[src/rtl/parity_frame_controller_if.sv]
// Serial line and status bundle for parity_frame_controller.
// The master side drives the line and counter clear; the slave side is the controller.
interface parity_frame_controller_if #(
   parameter int DATA_BITS = 8,
   parameter int CNT_W     = 8
);
   logic                 in;
   logic                 clr_cnt;
   logic [2:0]           state;
   logic                 busy;
   logic                 frame_done;
   logic [DATA_BITS-1:0] data;
   logic                 parity_err;
   logic                 frame_err;
   logic [CNT_W-1:0]     frame_cnt;
   logic [CNT_W-1:0]     err_cnt;

   modport master (
      output in, clr_cnt,
      input  state, busy, frame_done, data, parity_err, frame_err, frame_cnt, err_cnt
   );

   modport slave (
      input  in, clr_cnt,
      output state, busy, frame_done, data, parity_err, frame_err, frame_cnt, err_cnt
   );
endinterface

[src/rtl/parity_frame_controller.sv]
// Framed serial parity checker: start bit, DATA_BITS data bits LSB first, parity bit, stop bit.
// Reports one registered result per frame and keeps wrapping frame / saturating error counters.
module parity_frame_controller #(
   parameter int DATA_BITS = 8,
   parameter int ODD       = 0,
   parameter int CNT_W     = 8
) (
   input  logic                     clk,
   input  logic                     rst,
   parity_frame_controller_if.slave bus
);
   localparam int             bw     = (DATA_BITS > 1) ? $clog2(DATA_BITS) : 1;
   localparam logic [bw-1:0]  last   = bw'(DATA_BITS - 1);
   localparam logic           oddbit = 1'(ODD);

   typedef enum logic [2:0] {
      HUNT   = 3'd0,
      IDLE   = 3'd1,
      DATA   = 3'd2,
      PARITY = 3'd3,
      STOP   = 3'd4
   } state_t;

   state_t               st;
   logic [bw-1:0]        bitcnt;
   logic                 acc;
   logic                 perr;
   logic [DATA_BITS-1:0] shreg;

   assign bus.state = st;

   // Framing FSM; a zero stop bit drops back to HUNT so an idle line must be seen again.
   always_ff @(posedge clk or posedge rst) begin
      if (rst) begin
         st             <= HUNT;
         bitcnt         <= '0;
         acc            <= 1'b0;
         perr           <= 1'b0;
         shreg          <= '0;
         bus.busy       <= 1'b0;
         bus.frame_done <= 1'b0;
         bus.data       <= '0;
         bus.parity_err <= 1'b0;
         bus.frame_err  <= 1'b0;
         bus.frame_cnt  <= '0;
         bus.err_cnt    <= '0;
      end else begin
         bus.frame_done <= 1'b0;
         case (st)
            HUNT: begin
               if (bus.in) st <= IDLE;
            end
            IDLE: begin
               if (!bus.in) begin
                  st       <= DATA;
                  bus.busy <= 1'b1;
                  bitcnt   <= '0;
                  acc      <= 1'b0;
               end
            end
            DATA: begin
               shreg[bitcnt] <= bus.in;
               acc           <= acc ^ bus.in;
               if (bitcnt == last) st <= PARITY;
               else                bitcnt <= bitcnt + 1'b1;
            end
            PARITY: begin
               perr <= ((acc ^ bus.in) != oddbit);
               st   <= STOP;
            end
            STOP: begin
               bus.frame_done <= 1'b1;
               bus.data       <= shreg;
               bus.parity_err <= perr;
               bus.frame_err  <= ~bus.in;
               bus.busy       <= 1'b0;
               st             <= bus.in ? IDLE : HUNT;
            end
            default: begin
               st       <= HUNT;
               bus.busy <= 1'b0;
            end
         endcase

         // A clear on the stop-bit edge wins over that frame's increment.
         if (bus.clr_cnt) begin
            bus.frame_cnt <= '0;
            bus.err_cnt   <= '0;
         end else if (st == STOP) begin
            bus.frame_cnt <= bus.frame_cnt + 1'b1;
            if ((perr || !bus.in) && (bus.err_cnt != '1))
               bus.err_cnt <= bus.err_cnt + 1'b1;
         end
      end
   end
endmodule
[src/flat_wrapper.sv]
// flat-port wrapper written by rule: the top's interface ports become plain ports
module parity_frame_controller_flat 
#(
   parameter int DATA_BITS = 8,
   parameter int ODD       = 0,
   parameter int CNT_W     = 8
)
  (clk, rst, bus_in, bus_clr_cnt, bus_state, bus_busy, bus_frame_done, bus_data, bus_parity_err, bus_frame_err, bus_frame_cnt, bus_err_cnt);
  parity_frame_controller_if #(.DATA_BITS(DATA_BITS), .CNT_W(CNT_W)) bus_i ();
  input  logic clk;
  input  logic rst;
  input wire logic [$bits(bus_i.in)-1:0] bus_in;
  input wire logic [$bits(bus_i.clr_cnt)-1:0] bus_clr_cnt;
  output wire logic [$bits(bus_i.state)-1:0] bus_state;
  output wire logic [$bits(bus_i.busy)-1:0] bus_busy;
  output wire logic [$bits(bus_i.frame_done)-1:0] bus_frame_done;
  output wire logic [$bits(bus_i.data)-1:0] bus_data;
  output wire logic [$bits(bus_i.parity_err)-1:0] bus_parity_err;
  output wire logic [$bits(bus_i.frame_err)-1:0] bus_frame_err;
  output wire logic [$bits(bus_i.frame_cnt)-1:0] bus_frame_cnt;
  output wire logic [$bits(bus_i.err_cnt)-1:0] bus_err_cnt;
  assign bus_i.in = bus_in;
  assign bus_i.clr_cnt = bus_clr_cnt;
  assign bus_state = bus_i.state;
  assign bus_busy = bus_i.busy;
  assign bus_frame_done = bus_i.frame_done;
  assign bus_data = bus_i.data;
  assign bus_parity_err = bus_i.parity_err;
  assign bus_frame_err = bus_i.frame_err;
  assign bus_frame_cnt = bus_i.frame_cnt;
  assign bus_err_cnt = bus_i.err_cnt;
  parity_frame_controller #(.DATA_BITS(DATA_BITS), .ODD(ODD), .CNT_W(CNT_W)) u_core (.clk(clk), .rst(rst), .bus(bus_i));
endmodule
[config.mk]
export PLATFORM = sky130hd
export DESIGN_NAME = parity_frame_controller_flat
export DESIGN_NICKNAME = d
export VERILOG_FILES = /design/src/rtl/parity_frame_controller_if.sv /design/src/rtl/parity_frame_controller.sv /design/src/flat_wrapper.sv
export SDC_FILE = /design/constraint.sdc
export NUM_CORES = 1
export LEC_CHECK = 0
export BUFFER_PORTS_ARGS = -buffer_cell sky130_fd_sc_hd__buf_2
export CORE_MARGIN = 1.5
export CORE_UTILIZATION = 49
export CTS_CLUSTER_SIZE = 12
export DETAILED_ROUTE_END_ITERATION = 8
export HOLD_SLACK_MARGIN = 0.15
export PLACE_DENSITY = 0.85
export SKIP_LAST_GASP = 1
export SYNTH_ARGS = -nofsm -noshare
export SYNTH_HDL_FRONTEND = slang
export SYNTH_SLANG_ARGS = --single-unit
[constraint.sdc]
create_clock -name clk -period 1.65 [get_ports clk]
set_input_delay 0.2475 -clock clk [delete_from_list [all_inputs] [get_ports clk]]
set_output_delay 0.2475 -clock clk [all_outputs]
set_load 0.01 [all_outputs]
==> qor.txt <==
Status: finished, final reports clean
Hold_sp: bus_clr_cnt
CTS tree: done
Critical Path AT: 1840 ps
Die Ht: 66.8 um
Compound-Gate Fraction of Synth Area: 0.0803
I/O Buffers: 34
Core Footprint: 3940 um^2
Hold EP: u_core.bus.err_cnt[7]
Setup CP Type: reg2reg
Residual DRC: 0
Final setup fails: 0
Dominant cells by area after synthesis: dfrtp_1, mux2_2, nor2_1, mux2_1, nand2_1
CTS clk-pin slew, worst paths: 80 ps
Post-Syn Instances: 172
Max cap viols: 0
Core Util, Final: 0.626
Diodes inserted: 0
Final Hold Viols: 0
Design Area, Final: 2470 um^2
Net Count, Synth: 180
Sequential cell area fraction in the yosys report: 0.552
Starting Density: 0.506
Syn Area/Cell: 11.6 um^2
Final min period: 1610 ps
Synth Area in Adders: 0.0251
Die area: 4460 um^2
GRT Resource Usage Total: 0.195
R2R depth: 4
Capturing point of the worst reg2reg path: u_core.bus.err_cnt[5]
IR Drop Worst-Case VDD: 0.000803 V
Routed vias/inst: 5.48
Synthesis Warnings: 0
H-Tree Depth: 2
Detailed-route via count: 1519
Critical Path Source Type: flip-flop
Area Growth Syn to Fin: 23.8%
Post-synth EDFFs: 0
Crit-path cells: nor3b_4 > nand4_4 > or4_4 > a21oi_2
Ys flop type: dfrtp_1
Final TNS setup: 0 ps
Post-DP HPWL: 2810 um
Post-DP Area: 2330 um^2
Clock root buffer: clkbuf_8
Drt pass-1 iters: 4
Max Clk Rate: 620 MHz
I/O pin total: 35
# rows: 23
Required @ worst endpoint: 1880 ps
Crit path max fanout: 6
Yosys cell types: 39
Relative slew slack: 0.641
Vias in the first global route: 1466
Die X: 66.8 um
Post-Synth Simple-Gate Area: 0.157
Setup crit start: u_core.bus.state[1]
Skew final: 7.48 ps
Post-DRT Antenna Nets: 0
Number of buffers and inverters on the critical path: 0
WHS Path Cells: 2
Worst hold path class: in2reg
Leading area contributor after synthesis: dfrtp_1
Clk sinks: 44
Post-synth top area share: 0.552
Cell family with most CP delay: simple AND/OR/NAND/NOR gates
Layout net count: 235
Share of flip-flops with an asynchronous set or reset: 1.00
R2R Setup Slk: 40 ps
PD cells: 1320 nW/um^2
Global route overflow: 0
Mux cell area share after synthesis: 0.122
Initial DRC count: 90
Max Slew Vio Count: 0
Cell Area, Synth: 1990 um^2
Yosys reg bits: 44
Biggest cell delay along the critical path: 450 ps
Initial antenna violation count: 0
Num CTS Buffers: 5
Main combinational cell family by area after synthesis: simple AND/OR/NAND/NOR gates
WHS: 319 ps
Largest net degree at the start of global routing: 45
XOR/XNOR Fraction of Synth Area: 0.0395
Wire per inst: 14.5 um
First-pass GRT wire length: 6490 um
Maximum clock path buffer count: 2
GP Congestion: 0.797
Pleak: 1.16 nW
Total wire length: 4010 um
Crit. End Element: flip-flop
Clk_lat worst skew: 290 ps
Slowest-stage cell, CP: dfrtp_2
Unrepaired setup endpoints after global routing: yes
Share of cells above drive strength 1: 0.370
Worst Tran Pin Value: 539 ps
Tcrit/Tclk final: 0.977
Worst R2R Start: u_core.bus.state[1]
[synthesized netlist by cell type, types with 3 or more instances]
cell and number:
ha_1 4, nand3_1 5, or4_1 3, dfrtp_1 44, nand2_1 14, nor3_1 5, mux2_1 5, nor2_1 16
mux2i_1 3, xnor2_1 4, or3_1 4, mux2_2 14, o21ai_0 4, a21oi_1 8, o31ai_1 3, xor2_1 5
inv_1 4
[where the power goes]
group / internal [mW] / total [mW] / switching (mW)
Combinational: 0.535 / 1.04 / 0.505
Clock: 0.288 / 0.629 / 0.341
Sequential: 1.39 / 1.59 / 0.202
Total: 2.21 / 3.26 / 1.05
[worst reg2reg max path: cells and delay by family, from the launching register on]
family | cells | cell delay (ps)
AOI/OAI and AO/OA | 1 | 140
DFF | 1 | 450
and+or+nand+nor | 3 | 970
[cells by family (layout without fill, tap and decap cells)]
group | Yosys count | after routing
XOR/XNOR | 9 | 9
buffers and inverters | 11 | 66
AND/OR/NAND/NOR | 59 | 59
flip-flops | 44 | 44
AO/OA/AOI/OAI | 23 | 23
adder cells (fa/ha/maj) | 4 | 4
multiplexers | 22 | 22
[state kept, by name, summed over array words and instances, names as in the netlist, 3 cells and up]
| register | count |
|---|---|
| u_core.bitcnt | 3 |
| u_core.bus.data | 8 |
| u_core.bus.err_cnt | 8 |
| u_core.bus.frame_cnt | 8 |
| u_core.bus.state | 3 |
| u_core.shreg | 8 |
[cells in the final DEF (no fill, tap or decap), types with 2 or more instances in the layout]
| cell type | Yosys | routed |
|---|---|---|
| nand4_1 | 2 | 2 |
| xor2_1 | 5 | 5 |
| ha_1 | 4 | 4 |
| nor3_1 | 5 | 5 |
| xnor2_1 | 4 | 4 |
| mux2_2 | 14 | 14 |
| a22o_1 | 2 | 2 |
| a21oi_2 | 0 | 3 |
| or3_1 | 4 | 4 |
| nand2_1 | 14 | 14 |
| buf_2 | 2 | 34 |
| clkbuf_8 | 0 | 5 |
| o21ai_0 | 4 | 3 |
| nor2_1 | 16 | 15 |
| dfrtp_1 | 44 | 43 |
| mux2i_1 | 3 | 3 |
| inv_1 | 4 | 4 |
| a21oi_1 | 8 | 5 |
| mux2_1 | 5 | 5 |
| nor2b_1 | 2 | 2 |
| nand3_1 | 5 | 5 |
| or4_4 | 0 | 2 |
| o31ai_1 | 3 | 3 |
| buf_4 | 1 | 18 |
| o21ai_1 | 1 | 2 |
[timing repair]
| action | 4_1_cts | 5_1_grt |
|---|---|---|
| hold buffers | 1 | 0 |
| setup buffers | 0 | 2 |
| gates resized for setup | 0 | 11 |
| setup endpoints to repair | 0 | 9 |
| hold endpoints to repair | 44 | 0 |
[how the worst max path moves through the flow]
| stage | to | cells after the start |
|---|---|---|
| after floorplan | u_core.bus.err_cnt[5] | 5 |
| after global placement | u_core.shreg[0] | 4 |
| after detailed placement | u_core.shreg[0] | 4 |
| after CTS | u_core.shreg[0] | 4 |
| after global routing | u_core.bus.err_cnt[7] | 4 |
| final | u_core.bus.err_cnt[5] | 4 |
[layer usage]
metal	GRT usage	vias to the layer above	wire (um)
met5	0	-	0
met4	0.0689	0	101
met3	0.0591	15	215
met2	0.330	44	2080
met1	0.236	744	1620
li1	-	716	-
[final cells by class]
class / count / area, um^2
Multi-Input combinational cell: 117 / 881
Timing Repair Buffer: 54 / 327
Fill cell: 309 / 1470
Tap cell: 50 / 62.6
Inverter: 5 / 18.8
Sequential cell: 44 / 1100
Clock inverter: 1 / 5.00
Clock buffer: 6 / 72.6
[through the flow]
stage / power (mW) / cells / setup WS, ps
floorplan: 2.25 / 172 / -69.9
global placement: 2.58 / 267 / 87.1
detailed placement: 2.63 / 267 / 38.7
CTS: 3.27 / 275 / 26.7
global route: 3.47 / 277 / -50.6
finish: 3.26 / 277 / 37.3
(Power assumes the default switching activity.)
